--- src/rtl/rx_ieee.sv ---
`default_nettype none
// +----------------------------------------------------------------------------+
// | Module      : rx_ieee                                                       |
// | Description : Oversampling serial receiver, start + DATA_BITS (LSB first)   |
// |               + optional even parity (macro RX_PARITY_EN) + one stop bit.   |
// | Revision    : 1.0 - initial release                                         |
// +----------------------------------------------------------------------------+
module rx_ieee #(
    parameter int CLKS_PER_BIT = 16,
    parameter int DATA_BITS    = 8
) (
    input  logic                 clk,
    input  logic                 reset_n,
    input  logic                 rx,
    output logic [DATA_BITS-1:0] data_out,
    output logic                 data_valid,
    output logic                 frame_err,
    output logic                 busy
`ifdef RX_PARITY_EN
    ,
    output logic                 parity_err
`endif
);

    localparam int c_TMR_W = $clog2(CLKS_PER_BIT);
    localparam int c_IDX_W = (DATA_BITS > 1) ? $clog2(DATA_BITS) : 1;

    localparam logic [c_TMR_W-1:0] c_TMR_HALF = c_TMR_W'(CLKS_PER_BIT / 2 - 1);
    localparam logic [c_TMR_W-1:0] c_TMR_FULL = c_TMR_W'(CLKS_PER_BIT - 1);
    localparam logic [c_TMR_W-1:0] c_TMR_ONE  = c_TMR_W'(1);
    localparam logic [c_IDX_W-1:0] c_IDX_LAST = c_IDX_W'(DATA_BITS - 1);
    localparam logic [c_IDX_W-1:0] c_IDX_ONE  = c_IDX_W'(1);

    typedef enum logic [2:0] {
        S_IDLE   = 3'd0,
        S_START  = 3'd1,
        S_DATA   = 3'd2,
`ifdef RX_PARITY_EN
        S_PARITY = 3'd4,
`endif
        S_STOP   = 3'd3
    } t_state;

    t_state                 r_state;
    t_state                 w_state_nxt;
    logic                   r_sync1;
    logic                   r_sync2;
    logic                   r_rx_prev;
    logic [c_TMR_W-1:0]     r_timer;
    logic [c_IDX_W-1:0]     r_idx;
    logic [DATA_BITS-1:0]   r_shift;

    logic                   w_fall;
    logic                   w_sample;
    logic                   w_last_bit;
    logic                   w_shift_en;
    logic                   w_stop_ok;
    logic                   w_stop_bad;
`ifdef RX_PARITY_EN
    logic                   r_par_bad;
    logic                   w_par_smp;
`endif

    // Edge detect works on the synchronized line only; a line held low never re-arms it.
    assign w_fall     = r_rx_prev & ~r_sync2;
    assign w_sample   = (r_state == S_START) ? (r_timer == c_TMR_HALF)
                                             : (r_timer == c_TMR_FULL);
    assign w_last_bit = (r_idx == c_IDX_LAST);
    assign busy       = (r_state != S_IDLE);

    always_ff @(posedge clk or negedge reset_n) begin
        if (!reset_n) begin
            r_sync1   <= 1'b1;
            r_sync2   <= 1'b1;
            r_rx_prev <= 1'b1;
        end else begin
            r_sync1   <= rx;
            r_sync2   <= r_sync1;
            r_rx_prev <= r_sync2;
        end
    end

    always_ff @(posedge clk or negedge reset_n) begin
        if (!reset_n) begin
            r_state <= S_IDLE;
        end else begin
            r_state <= w_state_nxt;
        end
    end

    always_comb begin
        w_state_nxt = r_state;
        w_shift_en  = 1'b0;
        w_stop_ok   = 1'b0;
        w_stop_bad  = 1'b0;
`ifdef RX_PARITY_EN
        w_par_smp   = 1'b0;
`endif
        case (r_state)
            S_IDLE: begin
                if (w_fall) w_state_nxt = S_START;
            end
            S_START: begin
                if (w_sample) w_state_nxt = r_sync2 ? S_IDLE : S_DATA;
            end
            S_DATA: begin
                if (w_sample) begin
                    w_shift_en = 1'b1;
                    if (w_last_bit) begin
`ifdef RX_PARITY_EN
                        w_state_nxt = S_PARITY;
`else
                        w_state_nxt = S_STOP;
`endif
                    end
                end
            end
`ifdef RX_PARITY_EN
            S_PARITY: begin
                if (w_sample) begin
                    w_par_smp   = 1'b1;
                    w_state_nxt = S_STOP;
                end
            end
`endif
            S_STOP: begin
                if (w_sample) begin
                    w_stop_ok   = r_sync2;
                    w_stop_bad  = ~r_sync2;
                    w_state_nxt = S_IDLE;
                end
            end
            default: w_state_nxt = S_IDLE;
        endcase
    end

    always_ff @(posedge clk or negedge reset_n) begin
        if (!reset_n) begin
            r_timer <= '0;
            r_idx   <= '0;
            r_shift <= '0;
        end else begin
            if (r_state == S_IDLE || w_sample) begin
                r_timer <= '0;
            end else begin
                r_timer <= r_timer + c_TMR_ONE;
            end
            if (w_shift_en) begin
                r_idx   <= w_last_bit ? '0 : (r_idx + c_IDX_ONE);
                r_shift <= {r_sync2, r_shift[DATA_BITS-1:1]};
            end
        end
    end

    always_ff @(posedge clk or negedge reset_n) begin
        if (!reset_n) begin
            data_out   <= '0;
            data_valid <= 1'b0;
            frame_err  <= 1'b0;
        end else begin
            data_valid <= w_stop_ok;
            frame_err  <= w_stop_bad;
            if (w_stop_ok) data_out <= r_shift;
        end
    end

`ifdef RX_PARITY_EN
    // Mismatch is held until the stop bit so it reports alongside data_valid.
    always_ff @(posedge clk or negedge reset_n) begin
        if (!reset_n) begin
            r_par_bad  <= 1'b0;
            parity_err <= 1'b0;
        end else begin
            if (w_par_smp) r_par_bad <= r_sync2 ^ (^r_shift);
            parity_err <= w_stop_ok & r_par_bad;
        end
    end
`endif

endmodule
`default_nettype wire

--- config.mk ---
export PLATFORM = sky130hd
export DESIGN_NAME = rx_ieee
export DESIGN_NICKNAME = d
export VERILOG_FILES = /design/src/rtl/rx_ieee.sv
export SDC_FILE = /design/constraint.sdc
export NUM_CORES = 1
export LEC_CHECK = 0
export CAP_MARGIN = 20
export CELL_PAD_IN_SITES_DETAIL_PLACEMENT = 1
export CELL_PAD_IN_SITES_GLOBAL_PLACEMENT = 1
export CORE_ASPECT_RATIO = 1.4
export CORE_MARGIN = 8
export CORE_UTILIZATION = 35
export DETAILED_ROUTE_END_ITERATION = 7
export PLACE_DENSITY_LB_ADDON = 0.1
export SETUP_SLACK_MARGIN = 0.05
export SYNTH_ARGS = -nofsm -noshare
export SYNTH_HDL_FRONTEND = slang
export SYNTH_SLANG_ARGS = --single-unit
--- constraint.sdc ---
create_clock -name clk -period 1.9 [get_ports clk]
set_input_delay 0.285 -clock clk [delete_from_list [all_inputs] [get_ports clk]]
set_output_delay 0.285 -clock clk [all_outputs]
set_load 0.005 [all_outputs]
==> results of run 1 <==
## state kept, by name (all words and copies together), names as in the netlist, 2 cells and up
register  count
r_state       2
r_shift       8
r_idx         3
data_out      8
r_timer       4
## logic make-up after synthesis
family	Yosys count	share of synthesized area, %
flops	30	63.6
fa+ha+maj	3	3.16
buf+inv	3	1.27
mux	19	18.0
simple gates	17	8.76
xor+xnor	3	2.22
compound gates	5	2.95
## area by class of cell
type                            count  share of cell area (%)
Inverter                            2                   0.495
Timing Repair Buffer               19                    11.6
Sequential cell                    30                    49.9
Multi-Input combinational cell     47                    27.5
Clock buffer                        8                    7.26
Tap cell                           40                    3.30
## routing by layer
metal / vias to the layer above / global-route usage [%] / wire length (µm)
li1: 329 / - / -
met1: 363 / 9.85 / 915
met2: 14 / 14.6 / 1130
met3: 7 / 4.61 / 142
met4: 0 / 7.17 / 77
met5: - / 0 / 0
## power by group through the flow
stage	logic, W	clock network (W)	registers, W
2_1_floorplan	0.000185	0	0.000803
3_3_place_gp	0.000247	0	0.000828
3_5_place_dp	0.000256	0	0.000827
4_1_cts	0.000261	0.000627	0.000818
5_1_grt	0.000339	0.000651	0.000833
6_report	0.000288	0.000599	0.000817
## final timing paths
path                               endpoint  depth (start not counted)        from  slack (ps)
worst max register to register  data_out[6]                          5  r_timer[0]         330
worst min register to register      r_sync2                          0     r_sync1         360
worst max-delay path                   busy                          2  r_state[0]         130
min in group asynchronous        r_timer[2]                          2     reset_n         400
max in group asynchronous         r_rx_prev                          2     reset_n        1180
worst min-delay path                r_sync2                          0     r_sync1         360
## cell usage in the layout, fill, tap and decap left out
cell             netlist  layout
or2_2                  1       1
mux2_2                19      19
a21oi_1                1       1
nand3_1                2       2
nand2_1                2       2
nor3_1                 1       1
buf_4                  1       6
ha_1                   3       3
o21ai_0                1       1
clkbuf_8               0       8
nand3_2                1       1
and3_2                 1       1
nor2_1                 6       6
dfrtp_2                0       2
nor3_4                 1       1
and2_1                 1       1
nor3b_2                1       1
a41oi_1                2       2
dfstp_2                3       3
a22oi_1                1       1
clkdlybuf4s50_1        0      13
inv_1                  2       2
dfrtp_1               27      25
xor2_1                 3       3
## repair_timing
item | CTS | global route
gates resized for setup | 0 | 2
endpoints found under the setup margin | 0 | 1
buffers inserted | 0 | 2
## through the flow
stage | worst slack [ps] | hold slack, ps | instance area, µm²
2_1_floorplan | 412 | -10.6 | 1190
3_3_place_gp | 331 | 347 | 1390
3_5_place_dp | 312 | 349 | 1390
4_1_cts | 72.7 | 358 | 1500
5_1_grt | 52.4 | 364 | 1520
6_report | 134 | 356 | 1520
==> out/metrics.cfg, run 1 <==
[pwr]
p_int_w=0.00123
pwr-share-comb_pct=16.9
power_frac_seq_pct=47.9
clkPwrFrac_pct=35.2
p_sw_share_pct=27.6
power.switching_w=0.000470
power.leakage_nw=0.723
p_per_area_nw_per_um2=1120
total_power_w=0.00170
peakVddDrop_uv=514

[logic_synthesis]
synth_seq_cells=30
syn_nets=86
yosysTopAreaCellShare_pct=57.0
yosys.area.top_type=dfrtp_1
synthArstFlopShare_pct=100
synth_area_leaders=dfrtp_1, mux2_2, dfstp_2
syn_inst=80
synth.most_common_cell=dfrtp_1
yosys_warnings=0
synth-main-ff-cell=dfrtp_1
synth_area_um2=1190
postSynthAreaPerCell_um2=14.8
synth.distinct_cells=21
ys_seq_area_share_pct=63.6
synth_common_cells=dfrtp_1, mux2_2, nor2_1
synth_edf_count=0

[routing]
dr.first_iter.drc_count=8
drt-total-wl_mm=2.26
drc=0
first_pass_iters=4
routedWlPerCell_um=15.5
viasPerCell=4.88
postRouteAntennaNets=0
vias=713

[hold_path]
min_path_type=reg -> reg

[sta]
finalSetupViolCount=0
finalSetupTns_ps=0
skew_ps=1.56
drv_slew=0
clock.fmax_mhz=566
rsz0062_at_grt=false
timing.slew.headroom_pct=74.2
fin_crit_ps=1770
hold_viol=0
max_slew.worst_pin.slew_ps=382
fin_crit_sh_pct=92.9

[critical_path]
crit_path_start_kind=flop
worstSetupPathType=reg -> out
cp.buffers_inverters=1
cp_top_family=buffers and inverters
worst-endpoint-required_ps=1620
cp_cell_sequence=or2_2 > clkdlybuf4s50_1
critPathMaxFanout=6
worst_path_max_delay_cell=clkdlybuf4s50_1
endpoint_kind=primary output
crit_arrival_ps=1480
max_stage_delay_ps=450

[clocking]
clock_path_buffers=2
cts_tree=yes
hold_buffers=0
clk-insertion-delay-late_ps=280
numCtsBuffers=5
clock_sinks=30
cts_htree_levels=2
cts_root_buf=clkbuf_8
path_clk_slew_ps=60

[global_route]
grt_pass1_wl_mm=3.97
grt-ovfl-total=0
antenna_found_initial=0
grt_max_degree=31
first_global_vias=819
grt_use_total_pct=9.57

[place]
dp_hpwl_mm=1.53
io_buffer_count=13
placedCellCount=136
place_congestion=0.743

[run]
drv_cap=0

[layout]
utilization_pct=45.7
drive_above_1_share_pct=40.6
multi_input_area_um2=417
seqCellArea_um2=757
diodes=0
fin_cells=146
nets=111
nFillCells=362
area_growth_pct=27.8

[floorplan]
die_h_um=84.9
initial_core_util_pct=35.8
die_w_um=65.2
core_area_um2=3320
ios=14
core.rowCount=25
dieArea_um2=5530

[status]
status=finished clean

Power figures use the tool's default switching activity.
==> run 2, diff against run 1 <==
- PLACE_DENSITY: default -> 0.73
- PLACE_DENSITY_LB_ADDON: 0.1 -> default
- SLEW_MARGIN: default -> 10
==> run 2 against run 1 <==
Sequential power decreased by 2%. Wire length down 10%. Combinational power barely moved. Cell area down 2.8%. Total power shrank 5.8%. Utilization decreased by 1.3 points. Clock-buffer cell count fell by 1. Via count is 0.98% lower. Worst setup slack worse by 28 ps. Sequential cell count unchanged. Clock skew up 4.8 ps. Die area stayed put. Largest cell class unchanged.
==> out/metrics.cfg, run 2 (synthesis results as in run 1) <==
[layout]
reg.largest.list=data_out x8, r_shift x8, r_timer x4
postLayoutCellArea_um2=1470  ; -2.8%
fin_cells=143  ; -2.1%
diodes=0  ; unchanged
seqCellArea_um2=756  ; -0.17%
drive_above_1_share_pct=36.9  ; -3.7 points
area_growth_pct=24.3
layout_common_cells=dfrtp_1, mux2_2, clkdlybuf4s50_1, nor2_1, clkbuf_8
nFillCells=350  ; -3.3%
utilization_pct=44.5  ; -1.3 points
multi_input_area_um2=417  ; unchanged
nets=108  ; -2.7%
final_common_cell=dfrtp_1

[critical_path]
critPathMaxFanout=6  ; unchanged
cp.buffers_inverters=1  ; unchanged
max_stage_delay_ps=450  ; about the same
cp-endpoint=busy
cp_top_family=flip-flops
crit_cells=2  ; unchanged
rrSetupSlack_ps=240  ; -90 ps
r2r-start=r_timer[0]
worst-endpoint-required_ps=1620  ; about the same
worstSetupPathType=reg -> out
worst_path_max_delay_cell=dfrtp_1
crit_start=r_state[1]
crit_arrival_ps=1510  ; +30 ps
crit_path_start_kind=flop
cp_cell_sequence=or2_2 > clkdlybuf4s50_1
reg2regPathDepth=4  ; -1
endpoint_kind=primary output
timing.rr.end=data_out[4]

[global_route]
grt_use_total_pct=9.19  ; -0.38 points
grt_use_met1_pct=10.0  ; +0.16 points
top_usage_layer=met2
antenna_found_initial=0  ; unchanged
grt_pass1_wl_mm=3.84  ; -3.3%
use_met2_pct=13.3  ; -1.3 points
grtUsageMet3_pct=3.16  ; -1.4 points
grt_max_degree=31  ; unchanged
grt-ovfl-total=0  ; unchanged
first_global_vias=837  ; +2.2%

[pwr]
power.leakage_nw=0.699  ; -3.3%
total_power_w=0.00160  ; -5.8%
peakVddDrop_uv=561  ; +9.0%
clkPwrFrac_pct=32.2  ; -3.0 points
p_sw_share_pct=28.6  ; +1.0 points
p_int_w=0.00115  ; -7.1%
power_frac_seq_pct=50.1  ; +2.2 points
p_per_area_nw_per_um2=1090  ; -3.1%
pwr-share-comb_pct=17.8  ; +0.9 points
power.switching_w=0.000458  ; -2.4%

[sta]
fin_crit_ps=1790  ; +27.7 ps
hold_viol=0  ; unchanged
drv_slew=0  ; unchanged
rsz0062_at_grt=false
max_slew.worst_pin.slew_ps=441  ; +58.4 ps
clock.fmax_mhz=558  ; -1.5%
timing.slew.headroom_pct=70.5  ; -3.7 points
finalSetupTns_ps=0  ; unchanged
finalSetupViolCount=0  ; unchanged
fin_crit_sh_pct=94.4  ; +1.5 points
skew_ps=6.32  ; +4.76 ps

[routing]
routedWlPerCell_um=14.2  ; -8.5%
postRouteAntennaNets=0  ; unchanged
vias=706  ; -0.98%
viasPerCell=4.94  ; +1.1%
drt-total-wl_mm=2.03  ; -10%
dr.first_iter.drc_count=17  ; +9
first_pass_iters=2  ; -2
drc=0  ; unchanged

[clocking]
cts_root_buf=clkbuf_8
clock_sinks=30  ; unchanged
cts_htree_levels=2  ; unchanged
hold_buffers=0  ; unchanged
clk-insertion-delay-late_ps=280  ; about the same
numCtsBuffers=5  ; unchanged
clock_path_buffers=2  ; unchanged
path_clk_slew_ps=60  ; about the same
cts_tree=yes

[run]
drv_cap=0  ; unchanged

[floorplan]
die_h_um=84.9  ; unchanged
core.rowCount=25  ; unchanged
initial_core_util_pct=35.8  ; unchanged
ios=14  ; unchanged
die_w_um=65.2  ; unchanged
core_area_um2=3320  ; unchanged
dieArea_um2=5530  ; unchanged

[hold_path]
hold_start=r_sync1
min_path_type=reg -> reg

[place]
dp_hpwl_mm=1.41  ; -7.5%
place_congestion=0.726  ; -2.3%
io_buffer_count=13  ; unchanged
placedCellCount=134  ; -1.5%
place_area_um2=1370  ; -1.1%

[status]
status=finished clean

## run 2: how the worst min path moves through the flow
| stage | cells after the start | endpoint | slack, ps |
|---|---|---|---|
| after floorplan | 0 | data_out[0] | -10 |
| after global placement | 0 | r_sync2 | 350 |
| after detailed placement | 0 | r_sync2 | 350 |
| after CTS | 0 | r_sync2 | 370 |
| after global routing | 0 | r_sync2 | 360 |
| final | 0 | r_sync2 | 360 |
## run 2: power by group through the flow
stage / Sequential [W] / Combinational [W] / Clock [W]
finish: 0.000804 / 0.000285 / 0.000516
floorplan: 0.000803 / 0.000185 / 0
global route: 0.000818 / 0.000334 / 0.000566
CTS: 0.000819 / 0.000259 / 0.000536
global placement: 0.000824 / 0.000240 / 0
detailed placement: 0.000831 / 0.000258 / 0
## run 2: timing repair
| item | in CTS | in global routing |
|---|---|---|
| buffers inserted | 0 | 1 |
| endpoints found under the setup margin | 0 | 5 |
| resized for setup | 0 | 1 |
| hold endpoints to repair | 0 | 0 |
## run 2: final cells by class
cell class	count	area share (%)
Timing Repair Buffer	16	10.4
Multi-Input combinational cell	47	28.3
Clock inverter	1	0.340
Sequential cell	30	51.3
Inverter	2	0.509
Clock buffer	7	5.86
Tap cell	40	3.40
## run 2: worst register-to-register path, stage by stage, from the launching register on
cell,delay [ps]
dfrtp_1,370
ha_1,280
nand2_1,140
nor3_4,370
mux2_2,390
## run 2: metrics by stage
stage	hold slack, ps	setup WS [ps]
2_1_floorplan	-10.6	412
3_3_place_gp	352	274
3_5_place_dp	348	203
4_1_cts	365	71.5
5_1_grt	365	50.6
6_report	362	107
## run 2: metal layers
layer / share of wire, % / wire (µm) / vias to the layer above
met5: 0 / 0 / -
met4: 4.8 / 97 / 0
met3: 6.2 / 125 / 8
met2: 46 / 927 / 16
met1: 43 / 877 / 358
li1: - / - / 324
